`src/rtl/pds_port_agent.sv`:
```
// pds_port_agent: per-port device-side front end of the power delivery controller.
// Detects an attached powered device, classifies it into a 2-bit priority,
// requests power from the controller and drives the port power switch.
//
// Ports:
//   clk, rst          clock, asynchronous active-high reset
//   pd_sense          device signature present
//   pd_class[1:0]     device class code
//   overcurrent       port current-limit comparator
//   user_off          software hold-off / depower request
//   on_grant          controller's on bit for this port
//   det               valid device waiting for / holding power
//   prio[1:0]         latched priority (3 = highest)
//   off               off request to controller
//   pwr_en            port power switch enable
//   state[2:0]        FSM state (debug)
//   fault             high while in FAULT
//
// Optional build macro PDS_PORT_STATS_EN adds fault_cnt[7:0] and grant_cnt[7:0]
// (saturating counts of FAULT entries and REQ->POWERED transitions).
module pds_port_agent #(
    parameter int unsigned DET_CYCLES     = 4,
    parameter int unsigned CLS_CYCLES     = 2,
    parameter int unsigned OC_CYCLES      = 3,
    parameter int unsigned BACKOFF_CYCLES = 8
) (
    input  logic       clk,
    input  logic       rst,
    input  logic       pd_sense,
    input  logic [1:0] pd_class,
    input  logic       overcurrent,
    input  logic       user_off,
    input  logic       on_grant,
    output logic       det,
    output logic [1:0] prio,
    output logic       off,
    output logic       pwr_en,
    output logic [2:0] state,
    output logic       fault
`ifdef PDS_PORT_STATS_EN
    ,
    output logic [7:0] fault_cnt,
    output logic [7:0] grant_cnt
`endif
);

    localparam int unsigned DW = $clog2(DET_CYCLES + 1);
    localparam int unsigned CW = $clog2(CLS_CYCLES + 1);
    localparam int unsigned OW = $clog2(OC_CYCLES + 1);
    localparam int unsigned BW = $clog2(BACKOFF_CYCLES + 1);

    typedef enum logic [2:0] {
        S_IDLE     = 3'd0,
        S_DETECT   = 3'd1,
        S_CLASSIFY = 3'd2,
        S_REQ      = 3'd3,
        S_POWERED  = 3'd4,
        S_RELEASE  = 3'd5,
        S_FAULT    = 3'd6
    } state_t;

    state_t        cur_st, nxt_st;
    logic [DW-1:0] det_cnt, det_cnt_n, det_inc;
    logic [CW-1:0] cls_cnt, cls_cnt_n, cls_inc;
    logic [OW-1:0] oc_cnt, oc_cnt_n, oc_inc;
    logic [BW-1:0] bo_cnt, bo_cnt_n, bo_inc;
    logic [1:0]    prev_class;
    logic [1:0]    prio_n;
    logic          det_n, off_n, pwr_en_n, fault_n;

    // Saturating increments so counters never wrap.
    assign det_inc = (det_cnt == DW'(DET_CYCLES))     ? det_cnt : det_cnt + DW'(1);
    assign cls_inc = (cls_cnt == CW'(CLS_CYCLES))     ? cls_cnt : cls_cnt + CW'(1);
    assign oc_inc  = (oc_cnt  == OW'(OC_CYCLES))      ? oc_cnt  : oc_cnt  + OW'(1);
    assign bo_inc  = (bo_cnt  == BW'(BACKOFF_CYCLES)) ? bo_cnt  : bo_cnt  + BW'(1);

    assign state = cur_st;

    // State, counters and registered outputs.
    always_ff @(posedge clk or posedge rst) begin
        if (rst) begin
            cur_st     <= S_IDLE;
            det_cnt    <= '0;
            cls_cnt    <= '0;
            oc_cnt     <= '0;
            bo_cnt     <= '0;
            prev_class <= '0;
            prio       <= '0;
            det        <= 1'b0;
            off        <= 1'b0;
            pwr_en     <= 1'b0;
            fault      <= 1'b0;
        end else begin
            cur_st     <= nxt_st;
            det_cnt    <= det_cnt_n;
            cls_cnt    <= cls_cnt_n;
            oc_cnt     <= oc_cnt_n;
            bo_cnt     <= bo_cnt_n;
            prev_class <= pd_class;
            prio       <= prio_n;
            det        <= det_n;
            off        <= off_n;
            pwr_en     <= pwr_en_n;
            fault      <= fault_n;
        end
    end

    // Next state, counter updates and next output values.
    always_comb begin
        nxt_st    = cur_st;
        det_cnt_n = '0;
        cls_cnt_n = '0;
        oc_cnt_n  = '0;
        bo_cnt_n  = '0;
        prio_n    = prio;

        case (cur_st)
            S_IDLE: begin
                if (pd_sense && !user_off) begin
                    nxt_st    = S_DETECT;
                    det_cnt_n = DW'(1);
                end
            end
            S_DETECT: begin
                if (!pd_sense) begin
                    nxt_st = S_IDLE;
                end else if (det_inc >= DW'(DET_CYCLES)) begin
                    nxt_st    = S_CLASSIFY;
                    cls_cnt_n = CW'(1);
                end else begin
                    det_cnt_n = det_inc;
                end
            end
            S_CLASSIFY: begin
                if (!pd_sense) begin
                    nxt_st = S_IDLE;
                end else begin
                    // Any change of class restarts the stability count at 1.
                    cls_cnt_n = (pd_class == prev_class) ? cls_inc : CW'(1);
                    if (cls_cnt_n >= CW'(CLS_CYCLES)) begin
                        prio_n    = pd_class;
                        nxt_st    = S_REQ;
                        cls_cnt_n = '0;
                    end
                end
            end
            S_REQ: begin
                if (!pd_sense)     nxt_st = S_IDLE;
                else if (user_off) nxt_st = S_RELEASE;
                else if (on_grant) nxt_st = S_POWERED;
            end
            S_POWERED: begin
                // Fault threshold > pd_sense drop > user_off > grant revoke.
                if (overcurrent && (oc_inc >= OW'(OC_CYCLES))) begin
                    nxt_st = S_FAULT;
                end else if (!pd_sense || user_off) begin
                    nxt_st = S_RELEASE;
                end else if (!on_grant) begin
                    nxt_st = S_REQ;
                end else if (overcurrent) begin
                    oc_cnt_n = oc_inc;
                end
            end
            S_RELEASE: begin
                if (!on_grant && !user_off) nxt_st = S_IDLE;
            end
            S_FAULT: begin
                // Backoff must complete and the controller must have dropped the grant.
                if ((bo_inc >= BW'(BACKOFF_CYCLES)) && !on_grant) begin
                    nxt_st = S_IDLE;
                end else begin
                    bo_cnt_n = bo_inc;
                end
            end
            default: nxt_st = S_IDLE;
        endcase

        det_n    = (nxt_st == S_REQ) || (nxt_st == S_POWERED);
        pwr_en_n = (nxt_st == S_POWERED);
        off_n    = (nxt_st == S_RELEASE) || (nxt_st == S_FAULT);
        fault_n  = (nxt_st == S_FAULT);
    end

`ifdef PDS_PORT_STATS_EN
    // Saturating event counters for fault entries and granted power-ups.
    always_ff @(posedge clk or posedge rst) begin
        if (rst) begin
            fault_cnt <= '0;
            grant_cnt <= '0;
        end else begin
            if ((nxt_st == S_FAULT) && (cur_st != S_FAULT) && (fault_cnt != 8'hFF))
                fault_cnt <= fault_cnt + 8'd1;
            if ((cur_st == S_REQ) && (nxt_st == S_POWERED) && (grant_cnt != 8'hFF))
                grant_cnt <= grant_cnt + 8'd1;
        end
    end
`endif

endmodule

```
`config.mk`:
```
export PLATFORM = sky130hd
export DESIGN_NAME = pds_port_agent
export DESIGN_NICKNAME = d
export VERILOG_FILES = /design/src/rtl/pds_port_agent.sv
export SDC_FILE = /design/constraint.sdc
export NUM_CORES = 1
export LEC_CHECK = 0
export CORE_MARGIN = 2
export CORE_UTILIZATION = 40
export DETAILED_ROUTE_END_ITERATION = 6
export PLACE_DENSITY = 0.72
export SYNTH_ARGS = -nofsm -noshare
export SYNTH_HDL_FRONTEND = slang
export SYNTH_SLANG_ARGS = --single-unit
```
`constraint.sdc`:
```
create_clock -name clk -period 1.6 [get_ports clk]
set_clock_uncertainty 0.05 [all_clocks]
set_input_delay 0.32 -clock clk [delete_from_list [all_inputs] [get_ports clk]]
set_output_delay 0.32 -clock clk [all_outputs]
set_load 0.005 [all_outputs]
```
==> results.cfg <==
[status]
status = finished with violations
violations = setup timing

[power_and_ir_drop]
peakVddDrop_mv = 0.870
clkPwrFrac_pct = 12.8
p_switching_uw = 595
power_density_nw_per_um2 = 1170
swShare_pct = 32.1
p_int_uw = 1260
power_frac_seq_pct = 38.4
p_leak_uw = 0.000784
p_comb_share_pct = 48.8

[logic_synthesis]
synth_top_area_share_pct = 49.5
yosys.cell_count.top_type = dfrtp_1
synth.largest_area_cell = dfrtp_1
seq_area_frac_synth_pct = 49.5
synth_edf_count = 0
synth_common_cells = dfrtp_1 (22), inv_1 (12), nor2_1 (10)
synth-main-ff-cell = dfrtp_1
synth-seq-cells = 22
syn_area_per_cell_sq_um = 10.4
synth_cells = 107
synth_area_leaders = dfrtp_1 (50%), ha_1 (5.6%), inv_1 (4.1%)
async_reset_ff_share_pct = 100
synth_area_sq_um = 1110
yosysWarningCount = 0
ys_types = 35

[worst_setup_path]
crit_slowest_cell = dfrtp_2
critPathMaxStageDelay_ns = 0.45
reg2reg_depth = 6
critPathCaptureType = flip-flop
r2r-end = det$_DFF_PP0_
critPathKind = flip-flop to flip-flop
ff2ff_setup_slack_ns = -0.11
worstPathRequired_ns = 1.75
critPathLaunchType = flip-flop
crit_fanout = 4
arrival_ns = 1.86
path_cells = buf_4 -> inv_1 -> a211oi_1 -> a2111o_1 -> nand3_1 -> mux2_4
rr_startpoint = state[2]$_DFF_PP0_

[floorplan]
die_h_um = 56.7
dieWidth_um = 56.7
rows = 19
core_area_sq_um = 2690
dieArea_sq_um = 3220
initial_utilization_pct = 41.4
ioPinCount = 17

[route]
drc = 0
finalWirelength_mm = 2.38
drtIter0Drc = 21
routedWlPerCell_um = 13.2
postRouteAntennaNets = 0
vias = 910
first_pass_iters = 4
vias_per_cell = 5.03

[global_routing]
grt_pass1_wl_mm = 4.11
grt_pass1_vias = 947
grt_overflow = 0
grt_usage_pct = 16.6
antenna_found_initial = 0
grt_max_degree = 15

[clock_tree]
clkSinkCount = 22
ctsHtreeMaxLevel = 1
cts_tree = yes
clkSlewWorstSetupHoldPaths_ns = 0.11
clk_latency_ns = 0.30
root_buffer = clkbuf_4
numCtsBuffers = 3
clock_path_buffers = 2

[worst_hold_path]
holdPathEnd = prev_class[1]$_DFF_PP0_
hold_depth = 1
hp-class = input pin to flip-flop
min_from = pd_class[1]

[sta]
finalHoldViolations = 0
min_period_ns = 1.71
finalCritPeriodShare_pct = 107
max_freq_mhz = 584
holdWs_ns = 0.178
drv_slew = 0
fin_ws_ns = -0.113
setup_violations = 3
grt_setup_unrepaired = true

[final_layout]
fillCellCount = 251
syn2layout_area_growth_pct = 42.5
final_nets = 165
finalNonFillerCells = 181
drive_above_1_share_pct = 33.3
num_antenna_cells = 0

[placed_design]
gp_congestion = 0.762
place_ws_ns = -0.531
dp_hpwl_mm = 1.85
place_inst = 173
io_buffers = 16

[job]
drv_cap = 0
[cells in the final DEF, fill, tap and decap left out, types with 3 or more instances in the layout]
cell	Yosys	layout
buf_4	0	22
dfrtp_1	22	19
inv_1	12	11
nor2_1	10	9
clkdlybuf4s50_1	0	9
dlygate4sd2_1	0	5
o21ai_0	5	4
a21oi_1	4	4
nand2_1	4	4
nor2b_4	0	3
nand3b_1	3	3
nor3_1	3	3
ha_1	5	3
clkbuf_4	0	3
dfrtp_2	0	3
[worst max-delay path by stage]
stage,startpoint,endpoint,slack [ns],depth (start not counted)
5_1_grt,det_cnt[0]$_DFF_PP0_,det$_DFF_PP0_,-0.18,7
6_report,state[2]$_DFF_PP0_,det$_DFF_PP0_,-0.11,6
3_5_place_dp,pd_sense,det$_DFF_PP0_,-0.53,6
2_1_floorplan,state[1]$_DFF_PP0_,det$_DFF_PP0_,-0.05,6
4_1_cts,det_cnt[0]$_DFF_PP0_,det$_DFF_PP0_,-0.07,7
3_3_place_gp,pd_sense,det$_DFF_PP0_,-0.48,6
[power groups by stage]
stage                     clock network [uW]  logic, uW  registers [uW]
after floorplan                            0        366             713
after global placement                     0        715             735
after detailed placement                   0        735             739
after CTS                                248        847             706
after global routing                     275        989             725
final                                    238        905             713
[cell type report]
class / count / area (sq um) / area share, %
Tap cell: 31 / 38.8 / 2.45
Inverter: 12 / 45.0 / 2.85
Sequential cell: 22 / 554 / 35.0
Timing Repair Buffer: 41 / 359 / 22.7
Clock buffer: 3 / 22.5 / 1.42
Multi-Input combinational cell: 72 / 563 / 35.6
[flip-flops by register name, indices dropped and copies added, names as in the netlist]
register and flops:
det 1, oc_cnt 2, pwr_en 1, bo_cnt 4
off 1, prio 2, fault 1, cls_cnt 2
prev_class 2, det_cnt 3, state 3
[logic make-up (layout without fill, tap and decap cells)]
group	count (synthesis)	in the layout	synth area share, %
compound gates	20	20	13.5
xor+xnor	4	4	3.15
fa+ha+maj	5	5	5.63
buf+inv	14	56	5.52
flops	22	22	49.5
mux	3	3	3.38
other cells	1	2	0.338
simple gates	38	38	18.9
[critical path, delay by kind of cell, from the launching register on]
kind	cells	cell delay (ns)
compound gates	2	0.41
buf+inv	2	0.27
flops	1	0.45
mux	1	0.31
simple gates	1	0.13
[through the flow]
stage	power [uW]	setup TNS (ns)	util [%]	instance area (sq um)
2_1_floorplan	1080	-0.0457	-	1120
3_3_place_gp	1450	-3.23	54.6	1470
3_5_place_dp	1470	-3.75	54.6	1470
4_1_cts	1800	-0.193	57.5	1540
5_1_grt	1990	-0.459	58.9	1580
6_report	1860	-0.198	58.9	1580
[per-layer routing]
metal	part of all wire, %	vias to the layer above	global-route usage, %
li1	-	448	-
met1	42	433	19.5
met2	53	24	29.6
met3	4.6	5	4.84
met4	0.71	0	4.08
met5	0	-	0
[what timing repair did]
item                       4_1_cts  5_1_grt
gates resized for setup         14       15
setup endpoints to repair        8        7
hold buffers                     0        0
buffers inserted                 5        0
pin swaps                        6        3
No activity file was read; power rests on OpenSTA's default activity.
